## config.mk

```make
export PLATFORM = sky130hd
export DESIGN_NAME = lb_initiator_flat
export DESIGN_NICKNAME = d
export VERILOG_FILES = /design/src/rtl/lb_initiator_pkg.sv /design/src/rtl/lb_initiator_if.sv /design/src/rtl/lb_rd_delay.sv /design/src/rtl/lb_initiator.sv /design/src/flat_wrapper.sv
export SDC_FILE = /design/constraint.sdc
export NUM_CORES = 1
export LEC_CHECK = 0
export CAP_MARGIN = 20
export CORE_AREA = 5 5 95 106
export CTS_CLUSTER_SIZE = 8
export DETAILED_ROUTE_END_ITERATION = 12
export DIE_AREA = 0 0 100 111
export GPL_TIMING_DRIVEN = 0
export HOLD_SLACK_MARGIN = 0.02
export PLACE_DENSITY = 0.91
export SETUP_SLACK_MARGIN = 0.05
export SLEW_MARGIN = 20
export SYNTH_ARGS = -nofsm -noshare
export SYNTH_HDL_FRONTEND = slang
export SYNTH_SLANG_ARGS = --single-unit
```

## constraint.sdc

```tcl
create_clock -name clk -period 4.59 [get_ports clk]
set_clock_uncertainty 0.05 [all_clocks]
set_input_delay 0.459 -clock clk [delete_from_list [all_inputs] [get_ports clk]]
set_output_delay 0.459 -clock clk [all_outputs]
set_load 0.01 [all_outputs]
```

## src/rtl/lb_initiator_pkg.sv

```systemverilog
// Shared types and constants for the ghostbus local-bus initiator.
package lb_initiator_pkg;

    // Width of the read-latency counter; bounds the legal READ_DELAY range.
    localparam int unsigned LB_CNT_W = 4;

    // READ_DELAY legality limits.
    localparam int unsigned LB_READ_DELAY_MIN = 1;
    localparam int unsigned LB_READ_DELAY_MAX = (1 << LB_CNT_W) - 1;

    typedef enum logic [2:0] {
        IDLE,
        WRITE,
        READ,
        WAIT,
        RESP
    } lb_state_t;

    function automatic bit lb_read_delay_ok(input int unsigned d);
        return (d >= LB_READ_DELAY_MIN) && (d <= LB_READ_DELAY_MAX);
    endfunction

endpackage

```

## src/rtl/lb_initiator_if.sv

```systemverilog
// Command/response streams plus ghostbus local-bus signals of one initiator.
interface lb_initiator_if #(
    parameter int unsigned AW = 24,
    parameter int unsigned DW = 32
);
    logic          cmd_valid;
    logic          cmd_ready;
    logic          cmd_we;
    logic [AW-1:0] cmd_addr;
    logic [DW-1:0] cmd_wdata;

    logic          rsp_valid;
    logic          rsp_ready;
    logic [DW-1:0] rsp_data;

    logic [AW-1:0] lb_addr;
    logic [DW-1:0] lb_wdata;
    logic          lb_wstb;
    logic          lb_rstb;
    logic [DW-1:0] lb_rdata;

    // The initiator itself.
    modport master (
        input  cmd_valid, cmd_we, cmd_addr, cmd_wdata, rsp_ready, lb_rdata,
        output cmd_ready, rsp_valid, rsp_data, lb_addr, lb_wdata, lb_wstb, lb_rstb
    );

    // Host transport plus bus responders surrounding the initiator.
    modport slave (
        output cmd_valid, cmd_we, cmd_addr, cmd_wdata, rsp_ready, lb_rdata,
        input  cmd_ready, rsp_valid, rsp_data, lb_addr, lb_wdata, lb_wstb, lb_rstb
    );

endinterface

```

## src/rtl/lb_rd_delay.sv

```systemverilog
// Loadable down-counter with a zero flag; times the read latency of a ghostbus master.
module lb_rd_delay
    import lb_initiator_pkg::*;
#(
    parameter int unsigned W = LB_CNT_W
) (
    input  logic         clk,
    input  logic         rst,
    input  logic         load,
    input  logic [W-1:0] load_val,
    input  logic         dec,
    output logic         done
);

    logic [W-1:0] cnt;

    // Load has priority over decrement; reset parks the counter at zero.
    always_ff @(posedge clk) begin
        if (rst) begin
            cnt <= '0;
        end else if (load) begin
            cnt <= load_val;
        end else if (dec) begin
            cnt <= cnt - W'(1);
        end
    end

    assign done = (cnt == '0);

    // Callers only decrement while done is low, so a wrap past zero means a broken caller.
    a_no_underflow: assert property (@(posedge clk) disable iff (rst) dec |-> !done);

endmodule

```

## src/rtl/lb_initiator.sv

```systemverilog
// Single-outstanding ghostbus initiator: stream commands in, one-cycle bus strobes out,
// read data returned on a response stream after a fixed READ_DELAY.
module lb_initiator
    import lb_initiator_pkg::*;
#(
    parameter int unsigned AW         = 24,
    parameter int unsigned DW         = 32,
    parameter int unsigned READ_DELAY = 2
) (
    input  logic           clk,
    input  logic           rst,
    lb_initiator_if.master bus,
    output logic           busy
);

    if (!lb_read_delay_ok(READ_DELAY)) begin : g_bad_read_delay
        $error("lb_initiator: READ_DELAY=%0d outside %0d..%0d",
               READ_DELAY, LB_READ_DELAY_MIN, LB_READ_DELAY_MAX);
    end

    localparam logic [LB_CNT_W-1:0] DELAY_LOAD = LB_CNT_W'(READ_DELAY - 1);

    lb_state_t     state;
    logic [AW-1:0] addr_q;
    logic [DW-1:0] wdata_q;
    logic          wstb_q;
    logic          rstb_q;
    logic          rsp_valid_q;
    logic [DW-1:0] rsp_data_q;
    logic          cnt_done;

    lb_rd_delay #(
        .W (LB_CNT_W)
    ) u_rd_delay (
        .clk      (clk),
        .rst      (rst),
        .load     (state == READ),
        .load_val (DELAY_LOAD),
        .dec      ((state == WAIT) && !cnt_done),
        .done     (cnt_done)
    );

    // Transaction FSM; strobes are raised on entry to WRITE/READ so they stay registered.
    always_ff @(posedge clk) begin
        if (rst) begin
            state       <= IDLE;
            addr_q      <= '0;
            wdata_q     <= '0;
            wstb_q      <= 1'b0;
            rstb_q      <= 1'b0;
            rsp_valid_q <= 1'b0;
            rsp_data_q  <= '0;
        end else begin
            wstb_q <= 1'b0;
            rstb_q <= 1'b0;
            unique case (state)
                IDLE: begin
                    if (bus.cmd_valid) begin
                        addr_q <= bus.cmd_addr;
                        if (bus.cmd_we) begin
                            wdata_q <= bus.cmd_wdata;
                            wstb_q  <= 1'b1;
                            state   <= WRITE;
                        end else begin
                            rstb_q  <= 1'b1;
                            state   <= READ;
                        end
                    end
                end
                WRITE: state <= IDLE;
                READ:  state <= WAIT;
                WAIT: begin
                    if (cnt_done) begin
                        rsp_data_q  <= bus.lb_rdata;
                        rsp_valid_q <= 1'b1;
                        state       <= RESP;
                    end
                end
                RESP: begin
                    if (bus.rsp_ready) begin
                        rsp_valid_q <= 1'b0;
                        state       <= IDLE;
                    end
                end
                default: state <= IDLE;
            endcase
        end
    end

    assign bus.cmd_ready = (state == IDLE) && !rst;
    assign busy          = (state != IDLE) && !rst;
    assign bus.lb_addr   = addr_q;
    assign bus.lb_wdata  = wdata_q;
    assign bus.lb_wstb   = wstb_q;
    assign bus.lb_rstb   = rstb_q;
    assign bus.rsp_valid = rsp_valid_q;
    assign bus.rsp_data  = rsp_data_q;

endmodule

```

## src/flat_wrapper.sv

```systemverilog
// flat-port wrapper written by rule: the top's interface ports become plain ports
module lb_initiator_flat import lb_initiator_pkg::*;
#(
    parameter int unsigned AW         = 24,
    parameter int unsigned DW         = 32,
    parameter int unsigned READ_DELAY = 2
)
  (clk, rst, busy, bus_cmd_valid, bus_cmd_we, bus_cmd_addr, bus_cmd_wdata, bus_rsp_ready, bus_lb_rdata, bus_cmd_ready, bus_rsp_valid, bus_rsp_data, bus_lb_addr, bus_lb_wdata, bus_lb_wstb, bus_lb_rstb);
  lb_initiator_if #(.AW(AW), .DW(DW)) bus_i ();
  input  logic clk;
  input  logic rst;
  output logic busy;
  input wire logic [$bits(bus_i.cmd_valid)-1:0] bus_cmd_valid;
  input wire logic [$bits(bus_i.cmd_we)-1:0] bus_cmd_we;
  input wire logic [$bits(bus_i.cmd_addr)-1:0] bus_cmd_addr;
  input wire logic [$bits(bus_i.cmd_wdata)-1:0] bus_cmd_wdata;
  input wire logic [$bits(bus_i.rsp_ready)-1:0] bus_rsp_ready;
  input wire logic [$bits(bus_i.lb_rdata)-1:0] bus_lb_rdata;
  output wire logic [$bits(bus_i.cmd_ready)-1:0] bus_cmd_ready;
  output wire logic [$bits(bus_i.rsp_valid)-1:0] bus_rsp_valid;
  output wire logic [$bits(bus_i.rsp_data)-1:0] bus_rsp_data;
  output wire logic [$bits(bus_i.lb_addr)-1:0] bus_lb_addr;
  output wire logic [$bits(bus_i.lb_wdata)-1:0] bus_lb_wdata;
  output wire logic [$bits(bus_i.lb_wstb)-1:0] bus_lb_wstb;
  output wire logic [$bits(bus_i.lb_rstb)-1:0] bus_lb_rstb;
  assign bus_i.cmd_valid = bus_cmd_valid;
  assign bus_i.cmd_we = bus_cmd_we;
  assign bus_i.cmd_addr = bus_cmd_addr;
  assign bus_i.cmd_wdata = bus_cmd_wdata;
  assign bus_i.rsp_ready = bus_rsp_ready;
  assign bus_i.lb_rdata = bus_lb_rdata;
  assign bus_cmd_ready = bus_i.cmd_ready;
  assign bus_rsp_valid = bus_i.rsp_valid;
  assign bus_rsp_data = bus_i.rsp_data;
  assign bus_lb_addr = bus_i.lb_addr;
  assign bus_lb_wdata = bus_i.lb_wdata;
  assign bus_lb_wstb = bus_i.lb_wstb;
  assign bus_lb_rstb = bus_i.lb_rstb;
  lb_initiator #(.AW(AW), .DW(DW), .READ_DELAY(READ_DELAY)) u_core (.clk(clk), .rst(rst), .bus(bus_i), .busy(busy));
endmodule
```

==> flow_metrics.py, run 1 <==
metrics = {
    "run_status": {
        "status": "completed",
    },
    "routing": {
        "wl_per_cell_um": 16.2,
        "antenna_left": 0,
        "routed_wl_um": 12500,
        "drc": 0,
        "vias": 4097,
        "drt_iter0_markers": 136,
        "dr.pass1.iters": 5,
        "drt-vias-per-instance": 5.31,
    },
    "placement": {
        "gp_congestion": 0.816,
        "dpl_cell_area_um2": 5790,
        "place_hpwl_um": 9620,
        "io_buffers": 183,
        "pre_cts_ws_ns": 2.29,
    },
    "timing": {
        "fin_setup_tns_ns": 0,
        "worst_slew_pin_slew_ns": 0.588,
        "final_max_slew_viol_count": 0,
        "hold_viol": 0,
        "period_minus_slack_ns": 2.40,
        "min_period_over_period_pct": 52.3,
        "slew_headroom_pct": 60.8,
        "timing.hold.ws_ns": 0.411,
        "setup_slack_ns": 2.19,
        "fmaxAchievable_mhz": 417,
        "setup_viol": 0,
        "rsz0062_at_grt": "no",
    },
    "clock_tree": {
        "h-tree-depth": 3,
        "cts_resized": 0,
        "clk_latency_ns": 0.34,
        "cts_tree": "yes",
        "cts_root_buffer": "clkbuf_8",
        "post_cts_buffers": 0,
        "clk_path_buf_depth": 2,
        "clkSinkCount": 98,
        "cts_buffers": 9,
        "ctsHoldBuffers": 0,
        "cts.clk_slew.worst_paths_ns": 0.09,
    },
    "setup_path": {
        "r2r_start": "u_core.u_rd_delay.cnt[0]$_SDFFE_PP0P_",
        "cp.required_ns": 4.08,
        "worst_setup_path_start_kind": "register",
        "critical_path_depth": 4,
        "reg2reg_depth": 6,
        "crit_chain": "clkbuf_1, nor3_1, nor2_1, clkdlybuf4s50_1",
        "critPathTopFamily": "buffers and inverters",
        "critical_path_class": "reg2out",
        "end_kind": "output port",
        "crit_fanout": 10,
        "crit_buf_inv": 2,
        "r2r_setup_slack_ns": 2.64,
        "r2r-end": "u_core.bus.rsp_data[9]$_SDFFE_PP0P_",
        "worst-endpoint-arrival_ns": 1.89,
        "critPathSlowestCell": "clkdlybuf4s50_1",
        "cpPeakStageDelay_ns": 0.57,
    },
    "synthesis": {
        "yosysSeqAreaShare_pct": 51.4,
        "netlist_instances": 459,
        "netlist_area_um2": 3820,
        "synth_seq_cells": 98,
        "yosysUniqueCellTypes": 38,
        "avgSynthCellArea_um2": 8.32,
        "syn-num-nets": 553,
        "yosys_warnings": 0,
    },
    "finish": {
        "final-seq-area_um2": 1960,
        "fin_area_um2": 5960,
        "fillCellCount": 722,
        "area_growth_pct": 56.2,
        "final_nets": 747,
        "multi_input_area_um2": 1610,
        "diodes": 0,
        "drive_above_1_share_pct": 6.24,
    },
    "floorplanning": {
        "start_util_pct": 43.5,
        "ioPinCount": 186,
        "core_area_um2": 8780,
        "rows": 36,
        "fp.dieW_um": 100,
        "fp.dieArea_um2": 11100,
        "die_y_um": 111,
    },
    "worst_hold_path": {
        "hold_start": "rst",
        "min_path_type": "in2reg",
        "min_to": "u_core.state[2]$_SDFFE_PP0P_",
        "hold_depth": 2,
    },
    "grt": {
        "grt_pass1_wl_um": 19700,
        "grt_max_degree": 16,
        "grt_use_total_pct": 21.7,
        "grt-ovfl-total": 0,
        "antenna_found_initial": 0,
        "grt_pass1_vias": 4099,
    },
    "power": {
        "power.leakage_uw": 0.00206,
        "peakVddDrop_v": 0.000230,
        "powerDensity_nw_per_um2": 318,
    },
    "flow_run": {
        "cap_violations": 0,
    },
}
## layout make-up
cell class	instances	area share, %
Buffer	47	3.78
Clock buffer	11	2.37
Clock inverter	4	0.483
Inverter	5	0.315
Multi-Input combinational cell	309	27.0
Sequential cell	98	32.9
Tap cell	114	2.39
Timing Repair Buffer	183	30.7
## cells in the final DEF (no fill, tap or decap), types with 2 or more instances in the layout
cell type	synthesis	final
clkbuf_1	29	30
or4_1	2	2
a211oi_1	3	3
buf_4	6	6
o21ai_0	55	55
buf_2	8	8
buf_6	2	2
clkbuf_8	0	10
inv_1	5	5
dfxtp_1	98	98
nor3b_2	2	2
nor3_2	2	2
nand3_1	64	64
a21oi_1	91	91
clkinvlp_4	0	2
o21ai_1	12	12
nor4_1	2	2
nor2_1	5	5
clkdlybuf4s50_1	0	183
nand2_1	51	51
or3_1	2	2
## layer usage
layer / global-route usage, % / vias to the layer above / share of wire (%)
li1: - / 2004 / -
met1: 23.7 / 1899 / 37
met2: 38.3 / 174 / 51
met3: 8.18 / 20 / 10
met4: 7.19 / 0 / 2.2
met5: 0 / - / 0
## worst max-delay path by stage
stage	start	end
global route	u_core.state[2]$_SDFFE_PP0P_	busy
detailed placement	rst	bus_cmd_ready
global placement	rst	bus_cmd_ready
floorplan	rst	bus_cmd_ready
CTS	u_core.state[2]$_SDFFE_PP0P_	busy
finish	u_core.state[2]$_SDFFE_PP0P_	busy
## cells in the mapped netlist, drive strengths merged
cell / n / share of area [%]
a2111oi: 2 / 0.66
a211oi: 4 / 0.92
a21o: 1 / 0.20
a21oi: 91 / 12
a311oi: 1 / 0.23
a31oi: 1 / 0.16
and3b: 1 / 0.23
buf: 17 / 2.9
clkbuf: 30 / 3.0
dfxtp: 98 / 51
ha: 1 / 0.33
inv: 5 / 0.49
nand2: 51 / 5.0
nand2b: 1 / 0.16
nand3: 64 / 8.4
nand3b: 2 / 0.72
nor2: 5 / 0.49
nor3: 3 / 0.66
nor3b: 2 / 0.66
nor4: 2 / 0.33
nor4b: 1 / 0.39
o21a: 1 / 0.20
o21ai: 67 / 8.8
o221a: 1 / 0.29
o31ai: 1 / 0.20
or3: 2 / 0.33
or3b: 1 / 0.23
or4: 2 / 0.39
or4b: 1 / 0.36
## report_power, final
group	internal, uW	switching, uW	total [uW]
clock	210	288	497
sequential	902	31.0	933
combinational	232	237	469
total	1340	556	1900
## through the flow
stage	util (%)	std cells	total power, uW
floorplan	-	459	1170
global placement	66.0	756	1410
detailed placement	66.0	756	1420
CTS	67.9	771	1910
global route	67.9	771	1990
finish	67.9	771	1900
## sequential cells by signal, indices dropped and copies added (netlist names)
signal	flops
u_core.state	3
u_core.bus.lb_wdata	32
u_core.bus.lb_rstb	1
u_core.bus.rsp_data	32
u_core.bus.lb_addr	24
u_core.u_rd_delay.cnt	4
u_core.bus.lb_wstb	1
u_core.bus.rsp_valid	1
## logic make-up after synthesis
logic type	after synthesis	synth area share, %
AND/OR/NAND/NOR	138	18.3
buffers and inverters	52	6.39
flip-flops	98	51.4
adder cells (fa/ha/maj)	1	0.328
AO/OA/AOI/OAI	170	23.6
No activity file was read; power rests on OpenSTA's default activity.
==> inputs of run 2 (changes only) <==
--- a/config.mk
+++ b/config.mk
@@ -6,13 +6,13 @@
 export NUM_CORES = 1
 export LEC_CHECK = 0
 export CAP_MARGIN = 20
-export CORE_AREA = 5 5 95 106
+export CORE_AREA = 5 5 100 111
 export CTS_CLUSTER_SIZE = 8
 export DETAILED_ROUTE_END_ITERATION = 12
-export DIE_AREA = 0 0 100 111
+export DIE_AREA = 0 0 105 116
 export GPL_TIMING_DRIVEN = 0
 export HOLD_SLACK_MARGIN = 0.02
-export PLACE_DENSITY = 0.91
+export PLACE_DENSITY = 0.84
 export SETUP_SLACK_MARGIN = 0.05
 export SLEW_MARGIN = 20
 export SYNTH_ARGS = -nofsm -noshare
==> constraint.sdc (replaced) <==
create_clock -name clk -period 2.3 [get_ports clk]
set_clock_uncertainty 0.05 [all_clocks]
set_input_delay 0.23 -clock clk [delete_from_list [all_inputs] [get_ports clk]]
set_output_delay 0.23 -clock clk [all_outputs]
set_load 0.01 [all_outputs]
==> run 2 against run 1 <==
- via count increased by 0.41%
- clock-buffer cell count unchanged
- non-clock buffer count unchanged
- worst setup slack got worse by 2.0 ns
- utilization decreased by 6.4 points
- first-iteration DRC count increased by 15%
- critical path depth decreased by 1
- final area increased by 0.92%
- routed wire length increased by 1.7%
- register-to-register slack got worse by 2.3 ns
==> flow_metrics.py, run 2 (synthesis results as in run 1) <==
metrics = {
    "run_status": {
        "status": "completed",
    },
    "flow_run": {
        "cap_violations": 0,
    },
    "finish": {
        "area_growth_pct": 57.6,
        "drive_above_1_share_pct": 6.38,
        "fin_area_um2": 6020,
        "diodes": 0,
        "layout_commonest_cell": "clkdlybuf4s50_1",
        "mostFrequentLayoutCells": "clkdlybuf4s50_1 (183), dfxtp_1 (98), a21oi_1 (91), nand3_1 (64), o21ai_0 (55)",
        "final_nets": 747,
        "fin_cells": 778,
    },
    "grt": {
        "use_met3_pct": 7.41,
        "grt_max_degree": 17,
        "grt-ovfl-total": 0,
        "grt_util_met1_pct": 22.9,
        "antenna_found_initial": 0,
        "busiest_layer": "met2",
        "grtUsageMet2_pct": 36.1,
        "grt_pass1_vias": 4050,
        "grt_use_total_pct": 20.1,
        "grt_pass1_wl_um": 20100,
    },
    "clock_tree": {
        "clk_path_buf_depth": 2,
        "cts_root_buffer": "clkbuf_8",
        "clk_latency_ns": 0.35,
        "ctsHoldBuffers": 0,
        "post_cts_buffers": 0,
        "cts_tree": "yes",
        "cts.clk_slew.worst_paths_ns": 0.10,
        "cts_buffers": 9,
        "h-tree-depth": 3,
        "clkSinkCount": 98,
    },
    "routing": {
        "antenna_left": 0,
        "drc": 0,
        "drt_iter0_markers": 156,
        "drt-vias-per-instance": 5.29,
        "routed_wl_um": 12700,
        "dr.pass1.iters": 4,
        "vias": 4114,
        "wl_per_cell_um": 16.3,
    },
    "power": {
        "peakVddDrop_v": 0.000403,
        "powerDensity_nw_per_um2": 668,
        "power.leakage_uw": 0.00208,
    },
    "setup_path": {
        "crit_fanout": 10,
        "crit_chain": "clkbuf_2, nor4_1, clkdlybuf4s50_1",
        "critical_path_class": "reg2out",
        "critPathSlowestCell": "clkdlybuf4s50_1",
        "worst-endpoint-arrival_ns": 1.88,
        "cp.required_ns": 2.02,
        "critPathTopFamily": "buffers and inverters",
        "end_kind": "output port",
        "crit_buf_inv": 2,
        "worst_setup_path_start_kind": "register",
        "cpPeakStageDelay_ns": 0.62,
    },
    "timing": {
        "period_minus_slack_ns": 2.16,
        "worst_slew_pin_slew_ns": 0.551,
        "fmaxAchievable_mhz": 464,
        "final_max_slew_viol_count": 0,
        "fin_setup_tns_ns": 0,
        "slew_headroom_pct": 63.3,
        "rsz0062_at_grt": "no",
        "min_period_over_period_pct": 93.8,
        "hold_viol": 0,
        "setup_viol": 0,
    },
    "placement": {
        "io_buffers": 183,
        "gp_congestion": 0.846,
        "placedCellCount": 762,
        "dpl_cell_area_um2": 5800,
        "place_hpwl_um": 9700,
    },
    "floorplanning": {
        "core_area_um2": 9790,
        "start_util_pct": 39.0,
        "fp.dieArea_um2": 12200,
        "die_y_um": 116,
        "ioPinCount": 186,
        "fp.dieW_um": 105,
        "rows": 38,
    },
    "worst_hold_path": {
        "min_path_type": "in2reg",
    },
}
[run 2: cell count changes in the layout (fill, tap and decap cells not counted), sizes merged]
cell	change
bufinv	+2
clkinv	-2
clkinvlp	-1
inv	+2
[run 2: cell type report]
class / count / area [um2]
Sequential cell: 98 / 1960
Inverter: 5 / 18.8
Buffer: 47 / 226
Multi-Input combinational cell: 309 / 1610
Clock inverter: 5 / 85.1
Timing Repair Buffer: 183 / 1830
Tap cell: 120 / 150
Clock buffer: 11 / 131
Fill cell: 858 / 3780
[run 2: final timing paths]
check | start | to | slack [ns] | cells past startpoint
worst max-delay path | u_core.state[2]$_SDFFE_PP0P_ | bus_cmd_ready | 0.14 | 3
worst min-delay path | rst | u_core.state[2]$_SDFFE_PP0P_ | 0.15 | 2
worst max register to register | u_core.u_rd_delay.cnt[0]$_SDFFE_PP0P_ | u_core.bus.rsp_data[24]$_SDFFE_PP0P_ | 0.37 | 7
worst min register to register | u_core.bus.lb_addr[15]$_SDFFE_PP0P_ | u_core.bus.lb_addr[15]$_SDFFE_PP0P_ | 0.41 | 2
[run 2: timing repair]
item / in CTS / in global routing
endpoints found under the hold margin: 0 / 0
setup endpoints to repair: 0 / 2
gates resized for setup: 0 / 2
[run 2: power by group]
part / internal, uW / switching (uW)
clock network: 622 / 597
registers: 1800 / 62.1
logic: 463 / 478
total: 2890 / 1140
[run 2: routing by layer]
metal	vias to the layer above	wire [um]
li1	2001	-
met1	1919	5080
met2	186	6310
met3	8	1200
met4	0	97
met5	-	0
[run 2: worst reg2reg max path: stages (launching register included)]
cell and delay [ns]:
dfxtp_1 0.38, inv_1 0.06, ha_1 0.21, or3b_1 0.16, clkbuf_1 0.30, clkbuf_1 0.37
o21ai_0 0.17, a21oi_1 0.17
[run 2: stage by stage]
step	setup WS (ns)	utilization (%)	hold slack, ns	power, uW
after floorplan	0.724	-	0.316	2340
after global placement	0.272	59.2	0.392	2810
after detailed placement	0.218	59.2	0.396	2840
after CTS	0.0557	61.4	0.137	4060
after global routing	0.0579	61.4	0.140	4230
final	0.143	61.4	0.147	4020
